`config.mk`:
```
export PLATFORM = sky130hd
export DESIGN_NAME = serial_subtractor
export DESIGN_NICKNAME = d
export VERILOG_FILES = /design/src/rtl/serial_subtractor.sv
export SDC_FILE = /design/constraint.sdc
export NUM_CORES = 1
export LEC_CHECK = 0
export ABC_AREA = 1
export CORE_UTILIZATION = 30
export CTS_CLUSTER_SIZE = 40
export DETAILED_ROUTE_END_ITERATION = 8
export PLACE_DENSITY_LB_ADDON = 0.15
export SLEW_MARGIN = 30
export SYNTH_ARGS = -nofsm -noshare
export SYNTH_HDL_FRONTEND = slang
export SYNTH_SLANG_ARGS = --single-unit
```
`constraint.sdc`:
```
create_clock -name clk -period 2.3 [get_ports clk]
set_input_delay 0.345 -clock clk [delete_from_list [all_inputs] [get_ports clk]]
set_output_delay 0.345 -clock clk [all_outputs]
set_load 0.01 [all_outputs]
```
`src/rtl/serial_subtractor.sv`:
```
// Bit-serial unsigned subtractor: computes a - b LSB-first, one bit per clock,
// through a single full-subtractor cell and a registered borrow. A start/busy/done
// handshake frames each operation. Results are held until the next completion.
module serial_subtractor #(
  parameter int WIDTH = 8
) (
  input  logic             clk,
  input  logic             rst_n,
  input  logic             start,
  input  logic [WIDTH-1:0] a,
  input  logic [WIDTH-1:0] b,
  output logic             busy,
  output logic             done,
  output logic [WIDTH-1:0] diff,
  output logic             bout,
  output logic             zero
);

  localparam int CNT_W = (WIDTH > 2) ? $clog2(WIDTH) : 1;

  typedef enum logic [1:0] {
    IDLE  = 2'd0,
    SHIFT = 2'd1,
    DONE  = 2'd2
  } state_t;

  state_t           state;
  state_t           state_next;

  logic [WIDTH-1:0] a_sr;
  logic [WIDTH-1:0] b_sr;
  logic [WIDTH-1:0] res_sr;
  logic             br;
  logic [CNT_W-1:0] cnt;

  logic             x;
  logic             y;
  logic             d;
  logic             br_next;
  logic             last_bit;
  logic [WIDTH-1:0] res_next;

  // Full-subtractor cell on the current operand LSBs and the stored borrow.
  assign x        = a_sr[0];
  assign y        = b_sr[0];
  assign d        = x ^ y ^ br;
  assign br_next  = (~x & y) | (~(x ^ y) & br);
  assign res_next = {d, res_sr[WIDTH-1:1]};
  assign last_bit = (cnt == CNT_W'(WIDTH - 1));

  // State register.
  always_ff @(posedge clk) begin
    // NOTE: sequential state is updated with <= so every flop samples the
    // pre-edge values; blocking assignments here would create order-dependent
    // simulation that no longer matches the synthesized flops.
    if (!rst_n) begin
      state <= IDLE;
    end else begin
      state <= state_next;
    end
  end

  // Next-state and handshake outputs, decoded from the current state.
  always_comb begin
    // NOTE: every output of this block gets a default first, so no path through
    // the case leaves a signal unassigned and no latch is inferred.
    state_next = state;
    busy       = 1'b0;
    done       = 1'b0;
    unique case (state)
      IDLE: begin
        if (start) begin
          state_next = SHIFT;
        end
      end
      SHIFT: begin
        busy = 1'b1;
        if (last_bit) begin
          state_next = DONE;
        end
      end
      DONE: begin
        busy       = 1'b1;
        done       = 1'b1;
        state_next = IDLE;
      end
      default: begin
        state_next = IDLE;
      end
    endcase
  end

  // Operand capture, serial shift datapath and result publication.
  always_ff @(posedge clk) begin
    if (!rst_n) begin
      a_sr   <= '0;
      b_sr   <= '0;
      res_sr <= '0;
      br     <= 1'b0;
      cnt    <= '0;
      diff   <= '0;
      bout   <= 1'b0;
      zero   <= 1'b0;
    end else begin
      unique case (state)
        IDLE: begin
          if (start) begin
            a_sr <= a;
            b_sr <= b;
            br   <= 1'b0;
            cnt  <= '0;
          end
        end
        SHIFT: begin
          a_sr   <= a_sr >> 1;
          b_sr   <= b_sr >> 1;
          res_sr <= res_next;
          br     <= br_next;
          cnt    <= cnt + CNT_W'(1);
          // The final bit is folded in directly so the visible result lands on
          // the same edge the FSM enters DONE.
          if (last_bit) begin
            diff <= res_next;
            bout <= br_next;
            zero <= (res_next == '0);
          end
        end
        default: begin
        end
      endcase
    end
  end

endmodule

```
Word level (Yosys, flattened, before mapping)
Index checks and enable logic that the tools add are counted.
{"block": "word_totals", "register_bits": 40, "output_inout_bits": 12, "wordCells": 42, "input_bits": 19}
{"block": "classes", "reduce_logical": 7, "n_addsub": 1, "mux": 13, "bitwise": 7, "n_eq_ne": 5}
{"cell": "8-bit one-hot mux with 2 select lines", "count": 2}
{"cell": "8-bit two-way mux", "count": 2}
{"cell": "8-bit zero test", "count": 1}
{"cell": "3-bit one-hot mux with 2 select lines", "count": 1}
{"cell": "2-bit AND reduction", "count": 3}
{"cell": "2-bit two-way mux", "count": 2}
{"cell": "2-bit inequality test, second input constant", "count": 2}
{"cell": "2-bit one-hot mux with 2 select lines", "count": 1}
{"cell": "3-bit by 1-bit adder with 3-bit output, second input constant", "count": 1}
{"cell": "3-bit equality test, second input constant", "count": 1}
{"cell": "1-bit two-way mux", "count": 3}
{"cell": "3-bit two-way mux", "count": 1}
{"cell": "1-bit AND", "count": 2}
{"cell": "2-bit by 1-bit equality test with 1-bit output, second input constant", "count": 1}
{"cell": "2-bit equality test, second input constant", "count": 1}
{"cell": "2-bit zero test", "count": 1}
{"cell": "1-bit NOT", "count": 2}
{"cell": "1-bit one-hot mux with 2 select lines", "count": 1}
{"cell": "2-bit nonzero test", "count": 1}
{"cell": "2-bit OR reduction", "count": 1}
{"cell": "1-bit XOR", "count": 2}
{"cell": "1-bit bitwise OR", "count": 1}

Logic depth before layout (Yosys ltp)
{"block": "logic_depth", "depth_word": 5, "mapped_depth": 9, "depth_no_buf": 8}

Least setup slack after synthesis
No wires, ideal clock.
{"block": "synth_path", "path_kind": "flip-flop to flip-flop", "start": "register state[0]", "end": "register a_sr[1]", "t_required_ps": 2184, "setup_time_ps": 116, "path_slack_ps": 1033, "n_path_buf": 1, "t_arrival_ps": 1152, "stages_incl_launch_ff": 10, "cell_sequence": "dfxtp_1 inv_1 ha_1 inv_1 nand2_1 nand2_2 inv_2 buf_6 nor2_1 nor2_1"}
{"block": "synth_between", "elab_chain_cells": 3, "word_cells_on_any_way": 6, "classes_between": "eq/ne: 2; mux: 1; reduce/logical: 3"}
{"item": "from (decl)", "line": "27", "source": "state_t state;"}
{"item": "from (signal assigned)", "line": "59", "source": "state <= state_next;"}
{"item": "2-bit by 1-bit equality test with 1-bit output / 2-bit zero test (equally long branches)", "line": "105", "source": "unique case (state)"}
{"item": "2-bit nonzero test (no line) / 2-bit inequality test (equally long branches)"}
{"item": "2-bit AND reduction (no line)"}
{"item": "to (signal assigned)", "line": "115", "source": "a_sr <= a_sr >> 1;"}
{"item": "to (decl)", "line": "30", "source": "logic [WIDTH-1:0] a_sr;"}
Several ways; a longest one is shown, not always the timed one.
A chain may end at the register's enable or synchronous reset.

Worst setup path in the final report
{"block": "layout_path", "start": "register state[0]", "end": "output port busy"}
{"block": "layout_between", "elab_chain_cells": 3, "word_cells_on_any_way": 4, "classes_between": "eq/ne: 2; mux: 1; reduce/logical: 1"}
{"item": "2-bit by 1-bit equality test with 1-bit output / 2-bit equality test (equally long branches)", "line": "70", "source": "unique case (state)"}
{"item": "2-bit OR reduction (no line) *"}
{"item": "1-bit two-way mux *", "line": "70"}
{"item": "to (decl)", "line": "12", "source": "output logic busy,"}
Mark *: on every way between the ends. The rest lies on a longest branch, timed or not.

==> out/results.ini <==
[synthesis]
ys_types = 20
synth_top_area_cell = dfxtp_1
synthCells = 234
syn-cell-area_mm2 = 0.00167
yosys_warnings = 0
ys_seq_area_frac = 0.467
synth.area.top_cells = dfxtp_1, nor2_1, nand2_1, o21ai_0, ha_1
ys_seq_elements = 39
yosysTopAreaCellShare = 0.467
avgSynthCellArea_um2 = 7.14
syn_nets = 259

[routing]
vias = 1457
drt_wl_total_mm = 3.43
wl_per_cell_um = 10.2
viasPerCell = 4.34
ant_nets = 0
first_iter_violations = 65
drc = 0
first_pass_iters = 4

[layout]
finalNetCount = 290
mostFrequentLayoutCells = nor2_1, nand2_1, dfxtp_1
area_growth_pct = 28.6
layout.cells.most_common = nor2_1
antenna_cells = 0
final_layout_size_suffix_gt1_frac = 0.0639
nFillCells = 572
fin_cells = 336

[clocking]
cts-resized-gates = 0
clkTransAtPathRegs_ns = 0.08
root_buffer = clkbuf_8
h-tree-depth = 2
clock_sinks = 39
cts_buffers = 5
cts_tree = done
cts_setup_buffers = 0
cts_buffer_depth = 2
holdBufCountCts = 0
clock_latency_ns = 0.29

[run]
maxCapViolCount = 0

[worst_setup_path]
criticalPathCategory = register to primary output
cp_max_fo = 3
cp.arrival_ns = 1.51
crit_path_end_kind = primary output
crit_path_start_kind = register
cp.required_ns = 1.96

[floorplan]
fp.coreArea_mm2 = 0.00524
std_cell_rows = 26
floorplan.initialDensity = 0.319
io_pins = 31
die_y_um = 76.6
fp.dieArea_mm2 = 0.00587
die_w_um = 76.6

[timing]
hold_ws_ns = 0.459
drv_slew = 0
finalCriticalPeriod_ns = 1.86
fin_crit_sh = 0.807
fin_skew_ns = 0.00562
tns_ns = 0
setup_violations = 0
relSlewSlack = 0.738
worst_slew_pin_slew_ns = 0.392
fmax_mhz = 539
final_hold_viol_count = 0
rsz0062_at_grt = no

[outcome]
status = finished clean

[global_route]
overflow = 0
grtUsageTotal = 0.133
antenna_found_initial = 0
grt_max_degree = 25
grt_pass1_vias = 1368
grt_pass1_wl_mm = 6.22

[place]
dp.cells = 328
dpl.hpwl_mm = 2.39
gp_congestion = 0.695
port_buffers = 30

[power_and_ir_drop]
peakVddDrop_v = 0.000375
leakagePower_uw = 0.000935
p_per_area_mw_per_mm2 = 782

[hold_path]
min_path_type = register to register

synthesized netlist by cell type (all sizes together):
master and number:
a211oi 3, a21oi 11, buf 7, clkbuf 3, dfxtp 39, fa 1, ha 5, inv 17
nand2 57, nand3 1, nor2 56, nor3 1, o211ai 1, o21a 1, o21ai 31
path summary, 6_finish.rpt:
path / depth (start not counted) / endpoint / startpoint / slack, ns
setup reg to reg: 7 / cnt[2] / state[1] / 0.68
setup / recovery: 3 / busy / state[0] / 0.44
hold reg to reg: 2 / a_sr[7] / a_sr[7] / 0.46
hold / removal: 2 / a_sr[7] / a_sr[7] / 0.46
critical path, cell delays in order, from the launching register on:
cell and delay (ns):
dfxtp_1 0.36, inv_1 0.07, ha_1 0.27, clkdlybuf4s50_1 0.52
through the flow:
stage | instance area [µm²] | worst slack (ns) | total power (µW) | util
2_1_floorplan | 1670 | 1.03 | 1020 | -
3_3_place_gp | 2030 | 0.613 | 1110 | 0.388
3_5_place_dp | 2030 | 0.587 | 1110 | 0.388
4_1_cts | 2150 | 0.425 | 1710 | 0.410
5_1_grt | 2150 | 0.378 | 1790 | 0.410
6_report | 2150 | 0.445 | 1680 | 0.410
routing by layer:
| layer | global-route usage | part of all wire | routed length [µm] | vias to the layer above |
|---|---|---|---|---|
| met5 | 0 | 0 | 0 | - |
| met4 | 0.0519 | 0.012 | 42 | 0 |
| met3 | 0.0323 | 0.031 | 108 | 5 |
| met2 | 0.225 | 0.45 | 1550 | 23 |
| met1 | 0.163 | 0.50 | 1730 | 632 |
| li1 | - | - | - | 797 |
flip-flops by register name, indices dropped and copies added, names as in the netlist, 2 cells and up:
signal,cells
b_sr,8
a_sr,8
diff,8
res_sr,7
state,2
cnt,3
power breakdown:
part           switching (µW)  internal, µW  leakage [µW]
clock                     234           351     0.0000612
sequential               36.6           742      0.000320
combinational             193           123      0.000554
total                     464          1220      0.000935
layout make-up:
class / instances / area (µm²) / share of cell area
Sequential cell: 39 / 781 / 0.363
Multi-Input combinational cell: 168 / 769 / 0.358
Timing Repair Buffer: 34 / 330 / 0.154
Tap cell: 70 / 87.6 / 0.0407
Clock buffer: 6 / 82.6 / 0.0384
Inverter: 17 / 63.8 / 0.0297
Clock inverter: 2 / 35.0 / 0.0163
cells by family after synthesis:
group	share of synthesized area
AND/OR/NAND/NOR	0.263
buffers and inverters	0.0726
AO/OA/AOI/OAI	0.148
flip-flops	0.467
adder cells (fa/ha/maj)	0.0494
Power figures use the tool's default switching activity.
==> variant 1: new RTL, same settings <==
Add an input register stage for `start`, `a` and `b`; this delays them by one clock. Comments in the files are not updated.
--- a/src/rtl/serial_subtractor.sv
+++ b/src/rtl/serial_subtractor.sv
@@ -24,4 +24,14 @@
     DONE  = 2'd2
   } state_t;
+
+  logic start_q;
+  logic [WIDTH-1:0] a_q;
+  logic [WIDTH-1:0] b_q;
+
+  always_ff @(posedge clk) begin
+    start_q <= start;
+    a_q     <= a;
+    b_q     <= b;
+  end
 
   state_t           state;
@@ -70,5 +80,5 @@
     unique case (state)
       IDLE: begin
-        if (start) begin
+        if (start_q) begin
           state_next = SHIFT;
         end
@@ -105,7 +115,7 @@
       unique case (state)
         IDLE: begin
-          if (start) begin
-            a_sr <= a;
-            b_sr <= b;
+          if (start_q) begin
+            a_sr <= a_q;
+            b_sr <= b_q;
             br   <= 1'b0;
             cnt  <= '0;
Formal check against the unedited RTL: not equivalent (a bounded check fails within 4 cycles, from zero or initial values and one cycle with rst_n low).
==> variant 1 against the unedited design <==
  * The flow now finishes with violations (design-rule violations)
  * Design area is 15% higher
  * Synthesized area rose by 21%
  * Worst setup slack worse by 0.054 ns
  * Final cell count up 8.3%
  * Critical path depth did not move
  * Sequential cell count grew 17
  * Via count increased by 8.3%
  * Power increased by 12%
  * Wire length increased by 16%
  * Largest cell class unchanged
  * Largest power group unchanged
==> variant 1: results (changes against the unedited design) <==
Switch share -> 27.2% (-0.39 points)
Starting DRT DRC Count -> 99 (+52%)
Final wirelength -> 3990 um (+16%)
Syn nets -> 282 (+8.9%)
Fin nets -> 312 (+7.6%)
Post-synth top area share -> 55.6% (+8.9 points)
Number of distinct library cells after synthesis -> 16 (-20%)
Met3 WL -> 144 um (+33%)
Maximum vdd drop -> 0.259 mV (-31%)
HPWL after DPL -> 2570 um (+7.3%)
Met1 GRT Util -> 16.4% (+0.099 points)
Area of placed instances -> 0.00239 mm^2 (+18%)
Fin Hold WS -> 0.467 ns (+0.00832 ns)
Failing checks -> design-rule violations
Grt met3 use -> 3.66% (+0.43 points)
DR pass1 iterations -> 8 (+4)
Synth area leaders -> dfxtp_1, nand2_1, nor2_1
Vias per cell -> 4.34 (about the same)
Residual DRC -> 2 (+2)
Clock transition at the registers of the reported paths -> 0.10 ns (+0.02 ns)
Synth Instances -> 257 (+9.8%)
Worst path arrival time -> 1.56 ns (+0.05 ns)
Status -> finished with violations
Seq group -> 1.07 mW (+37%)
Setup slack at placement -> 0.425 ns (-0.163 ns)
Global Route Usage Sum -> 12.9% (-0.49 points)
## variant 1: changes by cell type after synthesis, moves of 3 or more
cell,delta
o21ai_0,-3
nor2_1,+4
inv_1,-4
dfxtp_1,+17
nand2_1,+13
## variant 1: critical path, cell delays in order (launching register included)
cell	delay, ns
dfxtp_1	0.38
inv_1	0.08
ha_1	0.28
clkdlybuf4s50_1	0.53
## variant 1: cell type report
cell class	count	area [um^2]	area share (%)
well taps	77	96.3	3.90
clock inverters	1	5.00	0.203
flip-flops and latches	56	1120	45.4
inverters	11	41.3	1.67
repair buffers	34	330	13.4
multi-input cells	179	802	32.5
clock buffers	6	72.6	2.94
## variant 1: logic make-up after synthesis
family / Yosys count / share of synthesized area (%)
and+or+nand+nor: 131 / 24.6
AOI/OAI and AO/OA: 42 / 11.1
DFF: 56 / 55.6
buffers and inverters: 22 / 4.65
adders and majority gates: 6 / 4.09
==> variant 2: new RTL, same flow settings <==
Made on the original files. Set the parameter `WIDTH` to 4 (it was 8).
--- a/src/rtl/serial_subtractor.sv
+++ b/src/rtl/serial_subtractor.sv
@@ -3,5 +3,5 @@
 // handshake frames each operation. Results are held until the next completion.
 module serial_subtractor #(
-  parameter int WIDTH = 8
+  parameter int WIDTH = 4
 ) (
   input  logic             clk,
Ports: changed (resized a, b and diff); port bits go from 31 to 19. No check against the original RTL was run, so the function may have changed too.
==> variant 2 against the unedited design <==
  * Power is 42% lower
  * Combinational power decreased by 25%
  * Wire length is 38% lower
  * Sequential share of layout area down 2.8 points
  * Hold slack improved by 0.022 ns
  * Critical path type unchanged
  * Worst setup slack worse by 0.045 ns
  * Sequential cell count shrank 17
  * Synthesized area decreased by 37%
  * Design area shrank 39%
==> variant 2: results (changes against the unedited design) <==
Fin nets -> 183 (-37%)
DR vias -> 932 (-36%)
Vias in the first global route -> 819 (-40%)
Switch Pwr -> 0.284 mW (-39%)
Syn nets -> 163 (-37%)
Clk root buf -> clkbuf_4
Routability Congestion -> 0.737 (+6.1%)
CP peak stage delay -> 0.52 ns (about the same)
Synth area leaders -> dfxtp_1, nand2_1, nor2_1
Clock transition at the registers of the reported paths -> 0.13 ns (+0.05 ns)
Leakage power -> 0.567 nW (-39%)
Total CTS buffers -> 3 (-2)
Maximum vdd drop -> 0.411 mV (+9.7%)
Area of placed instances -> 0.00126 mm^2 (-38%)
Starting DRT DRC Count -> 37 (-43%)
Ys Warns -> 0 (unchanged)
H-tree depth -> 1 (-1)
HPWL after DPL -> 1580 um (-34%)
Top post-synthesis cells by count -> nand2_1, nor2_1, dfxtp_1, inv_1, a21oi_1
Clock skew -> 0.0134 ns (+0.00780 ns)
Buffers on Ports -> 18 (-40%)
Clk Latency, worst-skew pair -> 0.31 ns (+0.02 ns)
DR WL/cell -> 10.0 um (-1.7%)
Global Route Usage Sum -> 13.0% (-0.34 points)
First-pass GRT wire length -> 3530 um (-43%)
Worst path arrival time -> 1.56 ns (+0.05 ns)
Register area share after synthesis -> 42.0% (-4.7 points)
Top Registers -> a_sr: 4 flops, b_sr: 4 flops, diff: 4 flops
Pin count of the biggest net entering global routing -> 15 (-40%)
Status -> completed
[variant 2: cell types whose count changed in the layout (fill, tap and decap cells not counted), sizes merged, moves of 2 or more]
cell and change:
nand4 +2, nand3b +2, clkbuf -3, nand2 -7, dfxtp -17, nor2 -29, o21ai -25, a211oi -3
clkdlybuf4s50 -12, nand3 +3, buf -2, inv -3
[variant 2: kinds of logic (layout without fill, tap and decap cells)]
logic type	count (synthesis)	after routing	synth area share (%)
AOI/OAI and AO/OA	16	16	7.64
adders and majority gates	5	5	6.68
buffers and inverters	19	38	8.71
DFF	22	22	42.0
and+or+nand+nor	85	85	35.0
[variant 2: through the flow]
stage          hold slack, ns  cells
6_report                0.480    212
3_3_place_gp            0.458    208
2_1_floorplan           0.444    147
5_1_grt                 0.492    212
3_5_place_dp            0.463    208
4_1_cts                 0.481    212
[variant 2: cell type report]
type,count,area (um^2)
flip-flops and latches,22,440
clock buffers,3,22.5
well taps,46,57.6
inverters,14,52.6
multi-input cells,106,517
fillers,380,2020
clock inverters,1,30.0
repair buffers,20,195
[variant 2: tightest hold or removal path: stages, from the launching register on]
cell	delay, ns
dfxtp_1	0.35
nand2_2	0.06
a21oi_1	0.05
[variant 2: power groups by stage]
stage	Combinational, mW	Sequential [mW]	Clock, mW
5_1_grt	0.274	0.440	0.322
2_1_floorplan	0.195	0.439	0
3_3_place_gp	0.239	0.443	0
6_report	0.237	0.436	0.295
4_1_cts	0.241	0.437	0.306
3_5_place_dp	0.240	0.446	0
[variant 2: worst paths after layout]
path,to,cells past startpoint,slack [ns],startpoint
min,br,2,0.48,br
min reg2reg,br,2,0.48,br
max reg2reg,a_sr[1],8,0.82,state[1]
max,busy,3,0.40,state[1]
[variant 2: layer usage]
layer	part of all wire, %	GRT usage, %
met5	0	0
met1	46	14.8
met2	48	23.9
met4	0.80	2.92
met3	5.1	3.78
